===== config.mk =====
export PLATFORM = sky130hd
export DESIGN_NAME = draw_background_pattern
export DESIGN_NICKNAME = d
export VERILOG_FILES = /design/src/rtl/draw_background_pattern_pkg.sv /design/src/rtl/draw_background_cfg.sv /design/src/rtl/draw_background_pattern.sv
export SDC_FILE = /design/constraint.sdc
export NUM_CORES = 1
export LEC_CHECK = 0
export CORE_ASPECT_RATIO = 1.1
export CORE_MARGIN = 5
export CORE_UTILIZATION = 45
export CTS_BUF_LIST = sky130_fd_sc_hd__clkbuf_16
export CTS_CLUSTER_DIAMETER = 40
export DETAILED_ROUTE_END_ITERATION = 12
export PLACE_DENSITY_LB_ADDON = 0.2
export SLEW_MARGIN = 40
export SYNTH_ARGS = -nofsm -noshare
export SYNTH_HDL_FRONTEND = slang
export SYNTH_SLANG_ARGS = --single-unit

===== constraint.sdc =====
create_clock -name pclk -period 1.9 [get_ports pclk]
set_clock_uncertainty 0.05 [all_clocks]
set_input_delay 0.285 -clock pclk [delete_from_list [all_inputs] [get_ports pclk]]
set_output_delay 0.285 -clock pclk [all_outputs]
set_load 0.02 [all_outputs]

===== src/rtl/draw_background_pattern_pkg.sv =====
// rtl/draw_background_pattern_pkg.sv - shared mode encodings, config word and colour tables
package draw_background_pattern_pkg;

    typedef enum logic [2:0] {
        MODE_BORDER   = 3'd0,
        MODE_SOLID    = 3'd1,
        MODE_BARS     = 3'd2,
        MODE_CHECKER  = 3'd3,
        MODE_GRADIENT = 3'd4
    } mode_e;

    typedef struct packed {
        mode_e       mode;
        logic        scroll_en;
        logic [11:0] color;
    } cfg_word_t;

    localparam logic [11:0] BORDER_TOP    = 12'hff0;
    localparam logic [11:0] BORDER_BOTTOM = 12'hf00;
    localparam logic [11:0] BORDER_LEFT   = 12'h0f0;
    localparam logic [11:0] BORDER_RIGHT  = 12'h00f;
    localparam logic [11:0] BORDER_FILL   = 12'hfff;
    localparam logic [11:0] RGB_BLACK     = 12'h000;

    function automatic logic [11:0] bar_color(input logic [2:0] idx);
        logic [11:0] c;
        case (idx)
            3'd0:    c = 12'hfff;
            3'd1:    c = 12'hff0;
            3'd2:    c = 12'h0ff;
            3'd3:    c = 12'h0f0;
            3'd4:    c = 12'hf0f;
            3'd5:    c = 12'hf00;
            3'd6:    c = 12'h00f;
            default: c = 12'h000;
        endcase
        return c;
    endfunction

endpackage


===== src/rtl/draw_background_cfg.sv =====
// rtl/draw_background_cfg.sv - config handshake, one-entry pending slot, frame boundary and frame counter
module draw_background_cfg
    import draw_background_pattern_pkg::*;
#(
    parameter int CNT_W = 12
) (
    input  logic             pclk,
    input  logic             reset,
    input  logic             vsync_in,
    input  logic             cfg_valid,
    output logic             cfg_ready,
    input  logic [2:0]       cfg_mode,
    input  logic             cfg_scroll_en,
    input  logic [11:0]      cfg_color,
    output cfg_word_t        act_cfg,
    output logic [CNT_W-1:0] frame_cnt
);

    cfg_word_t        pend_q, pend_d;
    cfg_word_t        act_q, act_d;
    logic             pend_valid_q, pend_valid_d;
    logic             vsync_q, vsync_d;
    logic [CNT_W-1:0] frame_cnt_q, frame_cnt_d;
    logic             boundary;
    logic             accept;

    // A full slot can still take a word on the boundary cycle because it drains that same cycle.
    assign boundary  = vsync_in && !vsync_q;
    assign cfg_ready = !pend_valid_q || boundary;
    assign accept    = cfg_valid && cfg_ready;
    assign act_cfg   = act_q;
    assign frame_cnt = frame_cnt_q;

    always_comb begin
        vsync_d      = vsync_in;
        frame_cnt_d  = frame_cnt_q;
        act_d        = act_q;
        pend_d       = pend_q;
        pend_valid_d = pend_valid_q;
        if (boundary) begin
            frame_cnt_d = frame_cnt_q + 1'b1;
            if (pend_valid_q) begin
                act_d        = pend_q;
                pend_valid_d = 1'b0;
            end
        end
        if (accept) begin
            pend_d       = '{mode: mode_e'(cfg_mode), scroll_en: cfg_scroll_en, color: cfg_color};
            pend_valid_d = 1'b1;
        end
    end

    always_ff @(posedge pclk) begin
        if (reset) begin
            vsync_q      <= 1'b0;
            frame_cnt_q  <= '0;
            act_q        <= '{mode: MODE_BORDER, scroll_en: 1'b0, color: 12'h000};
            pend_q       <= '{mode: MODE_BORDER, scroll_en: 1'b0, color: 12'h000};
            pend_valid_q <= 1'b0;
        end else begin
            vsync_q      <= vsync_d;
            frame_cnt_q  <= frame_cnt_d;
            act_q        <= act_d;
            pend_q       <= pend_d;
            pend_valid_q <= pend_valid_d;
        end
    end

endmodule


===== src/rtl/draw_background_pattern.sv =====
// rtl/draw_background_pattern.sv - two-stage background pattern pipeline with frame-aligned configuration
module draw_background_pattern
    import draw_background_pattern_pkg::*;
#(
    parameter int H_ACTIVE    = 1024,
    parameter int V_ACTIVE    = 768,
    parameter int CNT_W       = 12,
    parameter int CELL_LOG2   = 5,
    parameter int SCROLL_STEP = 2
) (
    input  logic             pclk,
    input  logic             reset,
    input  logic [CNT_W-1:0] hcount_in,
    input  logic [CNT_W-1:0] vcount_in,
    input  logic             hsync_in,
    input  logic             vsync_in,
    input  logic             hblnk_in,
    input  logic             vblnk_in,
    input  logic             cfg_valid,
    output logic             cfg_ready,
    input  logic [2:0]       cfg_mode,
    input  logic             cfg_scroll_en,
    input  logic [11:0]      cfg_color,
    output logic [CNT_W-1:0] hcount_out,
    output logic [CNT_W-1:0] vcount_out,
    output logic             hsync_out,
    output logic             vsync_out,
    output logic             hblnk_out,
    output logic             vblnk_out,
    output logic [11:0]      rgb_out
);

    localparam int               TW        = 2 * CNT_W + 4;
    localparam logic [CNT_W-1:0] BAR_W     = CNT_W'(H_ACTIVE / 8);
    localparam logic [CNT_W-1:0] H_LAST    = CNT_W'(H_ACTIVE - 1);
    localparam logic [CNT_W-1:0] V_LAST    = CNT_W'(V_ACTIVE - 1);
    localparam logic [CNT_W-1:0] STEP      = CNT_W'(SCROLL_STEP);
    localparam logic [CNT_W-1:0] CELL_MASK = CNT_W'(1) << CELL_LOG2;

    cfg_word_t        act_cfg;
    logic [CNT_W-1:0] frame_cnt;

    draw_background_cfg #(.CNT_W(CNT_W)) u_cfg (
        .pclk          (pclk),
        .reset         (reset),
        .vsync_in      (vsync_in),
        .cfg_valid     (cfg_valid),
        .cfg_ready     (cfg_ready),
        .cfg_mode      (cfg_mode),
        .cfg_scroll_en (cfg_scroll_en),
        .cfg_color     (cfg_color),
        .act_cfg       (act_cfg),
        .frame_cnt     (frame_cnt)
    );

    logic [TW-1:0]    tim_s1_q, tim_s1_d, tim_out_q, tim_out_d;
    logic [11:0]      rgb_s1_q, rgb_s1_d, rgb_out_q, rgb_out_d;
    logic [CNT_W-1:0] offset, bar_idx;
    logic [2:0]       bar_sel;
    logic [3:0]       grad;
    logic             checker_odd;
    logic [11:0]      border_px;

    // Stage 1: pattern colour from the raw counters and the configuration in force this cycle.
    always_comb begin
        offset      = act_cfg.scroll_en ? frame_cnt * STEP : '0;
        bar_idx     = hcount_in / BAR_W;
        bar_sel     = (bar_idx > CNT_W'(7)) ? 3'd7 : bar_idx[2:0];
        grad        = hcount_in[CNT_W-3 -: 4];
        checker_odd = (((hcount_in + offset) ^ vcount_in) & CELL_MASK) != '0;

        if (vcount_in == '0)          border_px = BORDER_TOP;
        else if (vcount_in == V_LAST) border_px = BORDER_BOTTOM;
        else if (hcount_in == '0)     border_px = BORDER_LEFT;
        else if (hcount_in == H_LAST) border_px = BORDER_RIGHT;
        else                          border_px = BORDER_FILL;

        case (act_cfg.mode)
            MODE_SOLID:    rgb_s1_d = act_cfg.color;
            MODE_BARS:     rgb_s1_d = bar_color(bar_sel);
            MODE_CHECKER:  rgb_s1_d = checker_odd ? RGB_BLACK : BORDER_FILL;
            MODE_GRADIENT: rgb_s1_d = {grad, grad, grad};
            default:       rgb_s1_d = border_px;
        endcase

        tim_s1_d = {hcount_in, vcount_in, hsync_in, vsync_in, hblnk_in, vblnk_in};
    end

    // Stage 2: blanking is judged on the delayed strobes that leave alongside the pixel.
    always_comb begin
        tim_out_d = tim_s1_q;
        rgb_out_d = (tim_s1_q[1] || tim_s1_q[0]) ? RGB_BLACK : rgb_s1_q;
    end

    always_ff @(posedge pclk) begin
        if (reset) begin
            tim_s1_q  <= '0;
            rgb_s1_q  <= '0;
            tim_out_q <= '0;
            rgb_out_q <= '0;
        end else begin
            tim_s1_q  <= tim_s1_d;
            rgb_s1_q  <= rgb_s1_d;
            tim_out_q <= tim_out_d;
            rgb_out_q <= rgb_out_d;
        end
    end

    assign {hcount_out, vcount_out, hsync_out, vsync_out, hblnk_out, vblnk_out} = tim_out_q;
    assign rgb_out = rgb_out_q;

endmodule


Word level (Yosys, flattened, before mapping)
Index checks and enable logic that the tools add are counted.
{ "totals": {"output_inout_bits": 41, "inputBits": 47, "regBits": 126, "word_cells": 52} }
{ "classes": {"n_reduce_logical": 12, "n_lt_le_gt_ge": 1, "addsub": 2, "bitwise_logic": 1, "n_eq_ne": 12, "n_mux": 11} }
{ "ops": {"columns": ["cell", "count"], "rows": [
  ["case mux 12 bit (7 select lines)", 1],
  ["2-to-1 mux 12 bit", 5],
  ["case mux 12 bit (4 select lines)", 1],
  ["equality test 12 x 10 -> 1 bit (second input constant)", 2],
  ["logical NOT 12 bit", 2],
  ["adder 12 x 1 -> 12 bit (second input constant)", 1],
  ["equality test 3 x 2 -> 1 bit (second input constant)", 4],
  ["equality test 3 bit (second input constant)", 4],
  ["adder 6 bit", 1],
  ["equality test 3 x 1 -> 1 bit (second input constant)", 2],
  ["2-to-1 mux 6 bit", 1],
  ["bitwise XOR 6 bit", 1],
  ["greater-than comparator 5 x 3 -> 1 bit (second input constant)", 1],
  ["logical NOT 3 bit", 1],
  ["2-to-1 mux 3 bit", 1],
  ["logical AND 1 bit", 2],
  ["logical NOT 1 bit", 2],
  ["logical OR 1 bit", 2],
  ["2-to-1 mux 1 bit", 2],
  ["AND reduction 2 bit", 1],
  ["nonzero test 2 bit", 1],
  ["OR reduction 2 bit", 1]
]} }

Longest topological paths before layout
Gate-level depths: netlist (run 1).
{ "depth": {"word_depth": 6, "depth_mapped": 8, "mapped_depth_nobuf": 7} }

Hierarchy
A second synthesis (run 1) with hierarchy kept.
{ "unflattened": {"hier_cells": 443, "area_unflattened_um2": 4424.2} }
{ "by_module_without_submodules": {"columns": ["module", "cells_per_inst", "seq_area_each_um2", "n_inst", "area_each_um2"], "rows": [
  ["draw_background_pattern", 255, 1601.5, 1, 2688.8],
  ["draw_background_cfg", 188, 920.9, 1, 1735.4]
]} }

Least setup slack after synthesis (run 1)
No wires, ideal clock.
{ "synth_timing": {"kind": "register to register", "from": "reg u_cfg.frame_cnt_q[3], in the netlist u_cfg.frame_cnt[3]", "to": "reg rgb_s1_q[6]", "slack_ps": 57, "required_ps": 1717, "t_arrival_ps": 1660, "period_less_slack_ps": 1843, "n_path_buf": 1, "path_stages_with_launch": 9, "setup_time_ps": 133, "cell_sequence": "dfxtp_1 and2_1 ha_1 and4_1 nand3_1 and4_1 o211ai_1 buf_2 a31oi_1"} }
{ "synth_between": {"elab_chain_cells": 5} }
{ "synth_lines": {"columns": ["item", "line_no", "text"], "rows": [
  ["from (decl)", "draw_background_cfg.sv:23", "logic [CNT_W-1:0] frame_cnt_q, frame_cnt_d;"],
  ["from (signal assigned)", "draw_background_cfg.sv:62", "frame_cnt_q <= frame_cnt_d;"],
  ["2-to-1 mux 6 bit", "draw_background_pattern.sv:66", "offset = act_cfg.scroll_en ? frame_cnt * STEP : '0;"],
  ["adder 6 bit", "draw_background_pattern.sv:70", "checker_odd = (((hcount_in + offset) ^ vcount_in) & CELL_MASK) != '0;"],
  ["bitwise XOR 6 bit", "draw_background_pattern.sv:70", null],
  ["2-to-1 mux 12 bit", "draw_background_pattern.sv:81", "MODE_CHECKER: rgb_s1_d = checker_odd ? RGB_BLACK : BORDER_FILL;"],
  ["case mux 12 bit (4 select lines)", "draw_background_pattern.sv:78", "case (act_cfg.mode)"],
  ["to (signal assigned)", "draw_background_pattern.sv:103", "rgb_s1_q <= rgb_s1_d;"],
  ["to (decl)", "draw_background_pattern.sv:57", "logic [11:0] rgb_s1_q, rgb_s1_d, rgb_out_q, rgb_out_d;"]
]} }
Every way passes these cells.
A chain may end at the register's enable or synchronous reset.

Worst setup path after layout (run 1)
{ "layout_timing": {"from": "reg u_cfg.act_q (netlist bit u_cfg.act_cfg[12])", "to": "reg rgb_s1_q[8]"} }
{ "layout_between": {"elab_chain_cells": 5} }
{ "layout_lines": {"columns": ["item", "line_no", "text"], "rows": [
  ["from (decl)", "draw_background_cfg.sv:20", "cfg_word_t act_q, act_d;"],
  ["from (signal assigned)", "draw_background_cfg.sv:57", "act_q <= '{mode: MODE_BORDER, scroll_en: 1'b0, color: 12'h000};"],
  ["from (signal assigned)", "draw_background_cfg.sv:63", "act_q <= act_d;"],
  ["2-to-1 mux 6 bit", "draw_background_pattern.sv:66", null],
  ["adder 6 bit", "draw_background_pattern.sv:70", null],
  ["bitwise XOR 6 bit", "draw_background_pattern.sv:70", null],
  ["2-to-1 mux 12 bit", "draw_background_pattern.sv:81", null],
  ["case mux 12 bit (4 select lines)", "draw_background_pattern.sv:78", null]
]} }
Every way passes these cells.

==> impl_metrics.csv, run 1 <==
group,metric,value,unit
status,outcome,"finished, violations left",
status,violations,"negative setup slack",
detailed_routing,vias,3050,
layout,area_growth,46.8,%
critical_path,startpoint_type,"flip-flop",
layout,seqCellArea,2360,sq um
logic_synthesis,syn-num-nets,470,
sta,period_share,1.02,
sta,timing.hold.ws,0.202,ns
global_route,antenna_found_initial,0,
detailed_routing,wl,8390,um
sta,tightest_slew,0.504,ns
global_route,track_usage,0.165,
layout,final_cell_mix,"dfxtp_1 (116), nand2_1 (88), clkdlybuf4s50_1 (85)",
clocking,h-tree-depth,4,
logic_synthesis,yosysSeqAreaShare,0.591,
logic_synthesis,syn_inst,419,
clocking,clock_path_buffers,2,
place,post_dp_cell_area,5160,sq um
clocking,cts.sinks,118,
die,die_area,10900,sq um
critical_path,crit_top_cell,"and4_1",
sta,rsz0062_at_grt,"yes",
logic_synthesis,netlist_area,4000,sq um
die,die_y,109,um
critical_path,crit_required,2.12,ns
detailed_routing,drt_iter0_markers,68,
min_path,hold_path_class,"input port to flip-flop",
place,dp_hpwl,5760,um
logic_synthesis,synth_async_sr_flop_share,0,
critical_path,crit_fanout,6,
place,port_buffers,87,
pwr,power.density,1120,nW/um^2
clocking,clk_pin_slew,0.06,ns
layout,mostFrequentLayoutCell,"dfxtp_1",
detailed_routing,ant_nets,0,
pwr,ir_drop,540,uV
die,start_util,0.455,
sta,slew_headroom,0.663,
clocking,tritoncts,"done",
logic_synthesis,synth_enable_flop_cells,0,
detailed_routing,vias_per_cell,4.63,
critical_path,critPathKind,"flip-flop to flip-flop",
pwr,leakagePower,2.26,nW
die,core,8780,sq um
die,row_count,36,
critical_path,worstSetupEndpointType,"flip-flop",
sta,fin_crit,1.93,ns
die,fp.dieW,99.8,um
die,ios,88,
place,place_inst,624,
critical_path,crit_chain,"and2_1 > ha_1 > and4_1 > nand3_2 > and4_1 > o211ai_1 > buf_4 > a31oi_1",
run,cap_viol_max_count,0,
detailed_routing,dr.pass1.iters,4,
global_route,grt_pass1_vias,3019,
layout,multi_input_area,1560,sq um
layout,nNetsFinal,583,
sta,hold_viol_final,0,
logic_synthesis,synth-seq-cells,118,
clocking,cts_inserted_buffers,17,
layout,nFillCells,699,
place,gp_congestion,0.809,
detailed_routing,wl_per_cell,12.7,um
sta,setup_viol,12,
pwr,total_power,0.00654,W
clocking,clock_latency,0.41,ns
global_route,grt_pass1_wl,14000,um
global_route,grt.overflow.total,0,
critical_path,arrival,2.15,ns
critical_path,critPathSlowestCell,"dfxtp_2",
clocking,cts_root_buffer,"clkbuf_16",
global_route,grt_max_degree,81,
layout,n_antenna_cell,0,
layout,drive_above_1_share,0.139,
logic_synthesis,yosys_warnings,0,
critical_path,critPathMaxStageDelay,0.33,ns
detailed_routing,drc,0,
sta,drv_slew,0,
logic_synthesis,synth_flop_cell,"dfxtp_1",
logic_synthesis,synth_cell_types,31,
layout,fin_area,5860,sq um
logic_synthesis,synth_area_per_cell,9.53,sq um
sta,fmax,519,MHz
sta,final.setup.worst_slack,-0.0286,ns
layout,fin_cells,659,
place,dp_worst_setup_slack,-0.313,ns
[logic make-up (layout without fill, tap and decap cells)]
| family | after synthesis | count (layout) | share of synthesized area |
|---|---|---|---|
| xor+xnor | 7 | 7 | 0.0153 |
| compound gates | 67 | 67 | 0.103 |
| fa+ha+maj | 4 | 4 | 0.0125 |
| buf+inv | 26 | 152 | 0.0276 |
| flops | 118 | 118 | 0.591 |
| simple gates | 196 | 196 | 0.248 |
| mux | 1 | 1 | 0.00251 |
[registers in the layout (all words and copies together), names as in the netlist]
register / cells
u_cfg.pend_valid_q: 1
u_cfg.pend_q: 16
rgb_out: 12
tim_out_d: 28
u_cfg.frame_cnt: 5
rgb_s1_q: 12
u_cfg.act_cfg: 16
tim_out_q: 28
[power by group]
group	internal [W]	switching, W
logic	0.000272	0.000224
clock network	0.00223	0.00118
registers	0.00259	0.0000399
total	0.00510	0.00144
[cell type report]
cell class / instances / area share
sequential: 118 / 0.403
clock inverter: 15 / 0.0367
timing repair buffer: 118 / 0.196
tap: 114 / 0.0243
inverter: 2 / 0.00128
multi-input combinational: 275 / 0.266
clock buffer: 17 / 0.0726
[metrics by stage]
stage | setup TNS (ns) | utilization
after global placement | -3.45 | 0.588
after detailed placement | -3.78 | 0.588
after CTS | -0.130 | 0.666
after floorplan | 0 | -
final | -0.191 | 0.668
after global routing | -1.62 | 0.668
[final timing paths]
| check | from | end | slack [ns] | cells past startpoint |
|---|---|---|---|---|
| min | reset | tim_out_q[24]$_SDFF_PP0_ | 0.20 | 2 |
| min reg2reg | rgb_s1_q[8]$_SDFF_PP0_ | rgb_out[8]$_SDFF_PP0_ | 0.38 | 1 |
| max reg2reg | u_cfg.act_cfg[12]$_SDFFE_PP0P_ | rgb_s1_q[8]$_SDFF_PP0_ | -0.03 | 8 |
| max | u_cfg.act_cfg[12]$_SDFFE_PP0P_ | rgb_s1_q[8]$_SDFF_PP0_ | -0.03 | 8 |
[metal layers]
layer	share of wire	vias to the layer above	wire, um	global-route usage
met2	0.49	68	4090	0.274
li1	-	1604	-	-
met5	0	-	0	0
met1	0.46	1369	3820	0.195
met4	0.011	0	95	0.0761
met3	0.046	9	389	0.0505
[synth_stat cells (all sizes together) (3+ instances only)]
master,number,area [sq um]
a21oi,37,189
nand3,4,20.0
nand2,88,330
and4,3,26.3
nor2,9,33.8
nand4,4,25.0
xor2,3,26.3
clkbuf,16,60.1
dfxtp,118,2360
xnor2,4,35.0
buf,8,42.5
a21o,12,90.1
nor2b,58,365
nor4,6,37.5
ha,4,50.1
a31oi,13,81.3
and2,17,106
[what timing repair did]
item,CTS,global route
gates cloned,1,0
endpoints found under the setup margin,13,12
endpoints found under the hold margin,0,0
resized for setup,8,2
buffers inserted,1,1
hold buffers,0,0
pin swaps,3,5
[worst max-delay path, delay by kind of cell (launching register included)]
family	cells	cell delay (ns)
DFF	1	0.33
buffers and inverters	1	0.20
AOI/OAI and AO/OA	2	0.34
and+or+nand+nor	4	0.61
adders and majority gates	1	0.27
Power figures use the tool's default switching activity.
==> run 2: changes to the inputs <==
--- a/config.mk
+++ b/config.mk
@@ -7,7 +7,7 @@
 export LEC_CHECK = 0
 export CORE_ASPECT_RATIO = 1.1
 export CORE_MARGIN = 5
-export CORE_UTILIZATION = 45
+export CORE_UTILIZATION = 35
 export CTS_BUF_LIST = sky130_fd_sc_hd__clkbuf_16
 export CTS_CLUSTER_DIAMETER = 40
 export DETAILED_ROUTE_END_ITERATION = 12
==> impl_metrics.csv, run 2 (same netlist as run 1, synthesis figures left out) <==
group,metric,value,unit
status,outcome,"finished, violations left",
status,violations,"negative setup slack",
layout,final_cell_mix,"dfxtp_1 (116), nand2_1 (88), clkdlybuf4s50_1 (85)",
die,die_y,122,um
clocking,cts.sinks,118,
critical_path,critPathKind,"flip-flop to flip-flop",
sta,fmax,511,MHz
place,gp_congestion,0.779,
place,port_buffers,87,
sta,tightest_slew,0.482,ns
sta,fin_setup_tns,-0.363,ns
sta,period_share,1.03,
place,dp_hpwl,6130,um
layout,n_antenna_cell,0,
critical_path,critPathSlowestCell,"dfxtp_4",
clocking,tritoncts,"done",
critical_path,arrival,2.17,ns
critical_path,critPathMaxStageDelay,0.35,ns
detailed_routing,wl_per_cell,12.2,um
detailed_routing,ant_nets,0,
die,die_area,13700,sq um
global_route,track_usage,0.131,
sta,rsz0062_at_grt,"yes",
die,start_util,0.352,
clocking,clock_path_buffers,2,
global_route,grt.overflow.total,0,
detailed_routing,vias,3082,
die,core,11300,sq um
critical_path,crit_required,2.12,ns
critical_path,worstSetupEndpointType,"flip-flop",
layout,nFillCells,1050,
layout,utilization,0.515,
run,cap_viol_max_count,0,
layout,drive_above_1_share,0.136,
sta,drv_slew,0,
pwr,ir_drop,650,uV
global_route,grt_max_degree,59,
critical_path,startpoint_type,"flip-flop",
detailed_routing,drt_iter0_markers,89,
global_route,antenna_found_initial,0,
sta,fin_crit,1.96,ns
clocking,h-tree-depth,4,
min_path,hold_path_class,"input port to flip-flop",
global_route,grt_pass1_vias,3024,
sta,final.setup.worst_slack,-0.0564,ns
pwr,power.density,1030,nW/um^2
clocking,clock_latency,0.40,ns
clocking,cts_root_buffer,"clkbuf_16",
pwr,leakagePower,2.23,nW
critical_path,crit_chain,"and2_4 > ha_1 > and4_1 > nand3_2 > and4_1 > o211ai_1 > buf_4 > a31oi_1",
layout,mostFrequentLayoutCell,"dfxtp_1",
clocking,clk_pin_slew,0.05,ns
critical_path,rrSetupSlack,-0.06,ns
sta,timing.hold.ws,0.109,ns
sta,hold_viol_final,0,
critical_path,crit_fanout,6,
die,fp.dieW,112,um
clocking,cts_inserted_buffers,17,
sta,setup_viol,12,
die,ios,88,
sta,slew_headroom,0.678,
detailed_routing,vias_per_cell,4.43,
layout,nNetsFinal,586,
place,dp_worst_setup_slack,-0.329,ns
global_route,grt_pass1_wl,14100,um
detailed_routing,dr.pass1.iters,4,
layout,area_growth,46.1,%
critical_path,crit_top_cell,"and4_1",
detailed_routing,drc,0,
die,row_count,41,
detailed_routing,wl,8480,um
==> run 2: changes by cell type in the layout (fill, tap and decap cells not counted), sizes merged <==
cell / before / now
clkinvlp: 0 / 2
inv: 10 / 3
bufinv: 4 / 2
clkinv: 3 / 8
buf: 32 / 35
==> run 2: layout make-up <==
class | count | area (sq um) | share of cell area
repair buffers | 121 | 1170 | 0.201
flip-flops and latches | 118 | 2370 | 0.405
clock inverters | 13 | 118 | 0.0201
inverters | 2 | 7.51 | 0.00129
multi-input cells | 275 | 1560 | 0.267
clock buffers | 17 | 425 | 0.0729
well taps | 150 | 188 | 0.0321
==> run 2: repair_timing <==
| action | in CTS | in global routing |
|---|---|---|
| hold buffers | 0 | 0 |
| hold endpoints to repair | 0 | 0 |
| pin swaps | 0 | 8 |
| setup buffers | 0 | 2 |
| gates cloned | 0 | 1 |
| endpoints found under the setup margin | 2 | 12 |
| gates resized for setup | 2 | 11 |
==> run 2: through the flow <==
step,area (sq um),total power (W),cells
after floorplan,4000,0.00290,419
after global placement,5230,0.00318,663
after detailed placement,5230,0.00319,663
after CTS,5770,0.00609,693
after global routing,5840,0.00627,696
final,5840,0.00602,696
==> run 2: worst paths after layout <==
path	start	end	cells past startpoint
setup reg to reg	u_cfg.act_cfg[12]$_SDFFE_PP0P_	rgb_s1_q[9]$_SDFF_PP0_	8
hold / removal	reset	tim_out_q[5]$_SDFF_PP0_	2
hold reg to reg	rgb_s1_q[2]$_SDFF_PP0_	rgb_out[2]$_SDFF_PP0_	1
setup / recovery	u_cfg.act_cfg[12]$_SDFFE_PP0P_	rgb_s1_q[9]$_SDFF_PP0_	8
==> run 2: routing by layer <==
layer	GRT usage	part of all wire	vias up
met3	0.0387	0.043	15
met2	0.215	0.48	65
met1	0.153	0.46	1394
met4	0.0707	0.021	0
met5	0	0	-
li1	-	-	1608
==> run 2: worst max-delay path, delay by kind of cell (launching register included) <==
kind / cells / cell delay [ns]
simple gates: 4 / 0.60
flops: 1 / 0.35
compound gates: 2 / 0.34
fa+ha+maj: 1 / 0.28
buf+inv: 1 / 0.20
==> run 2: power breakdown <==
| group | leakage, nW | total [W] | internal, W | switching, W |
|---|---|---|---|---|
| clock | 0.265 | 0.00288 | 0.00188 | 0.00100 |
| combinational | 0.991 | 0.000502 | 0.000277 | 0.000225 |
| sequential | 0.974 | 0.00264 | 0.00260 | 0.0000388 |
==> run 3: changes to the inputs <==
--- a/config.mk
+++ b/config.mk
@@ -5,6 +5,7 @@
 export SDC_FILE = /design/constraint.sdc
 export NUM_CORES = 1
 export LEC_CHECK = 0
+export CAP_MARGIN = 20
 export CORE_ASPECT_RATIO = 1.1
 export CORE_MARGIN = 5
 export CORE_UTILIZATION = 35
==> results of run 3 <==
The final DEF is identical to that of run 2; final timing and power are the same.
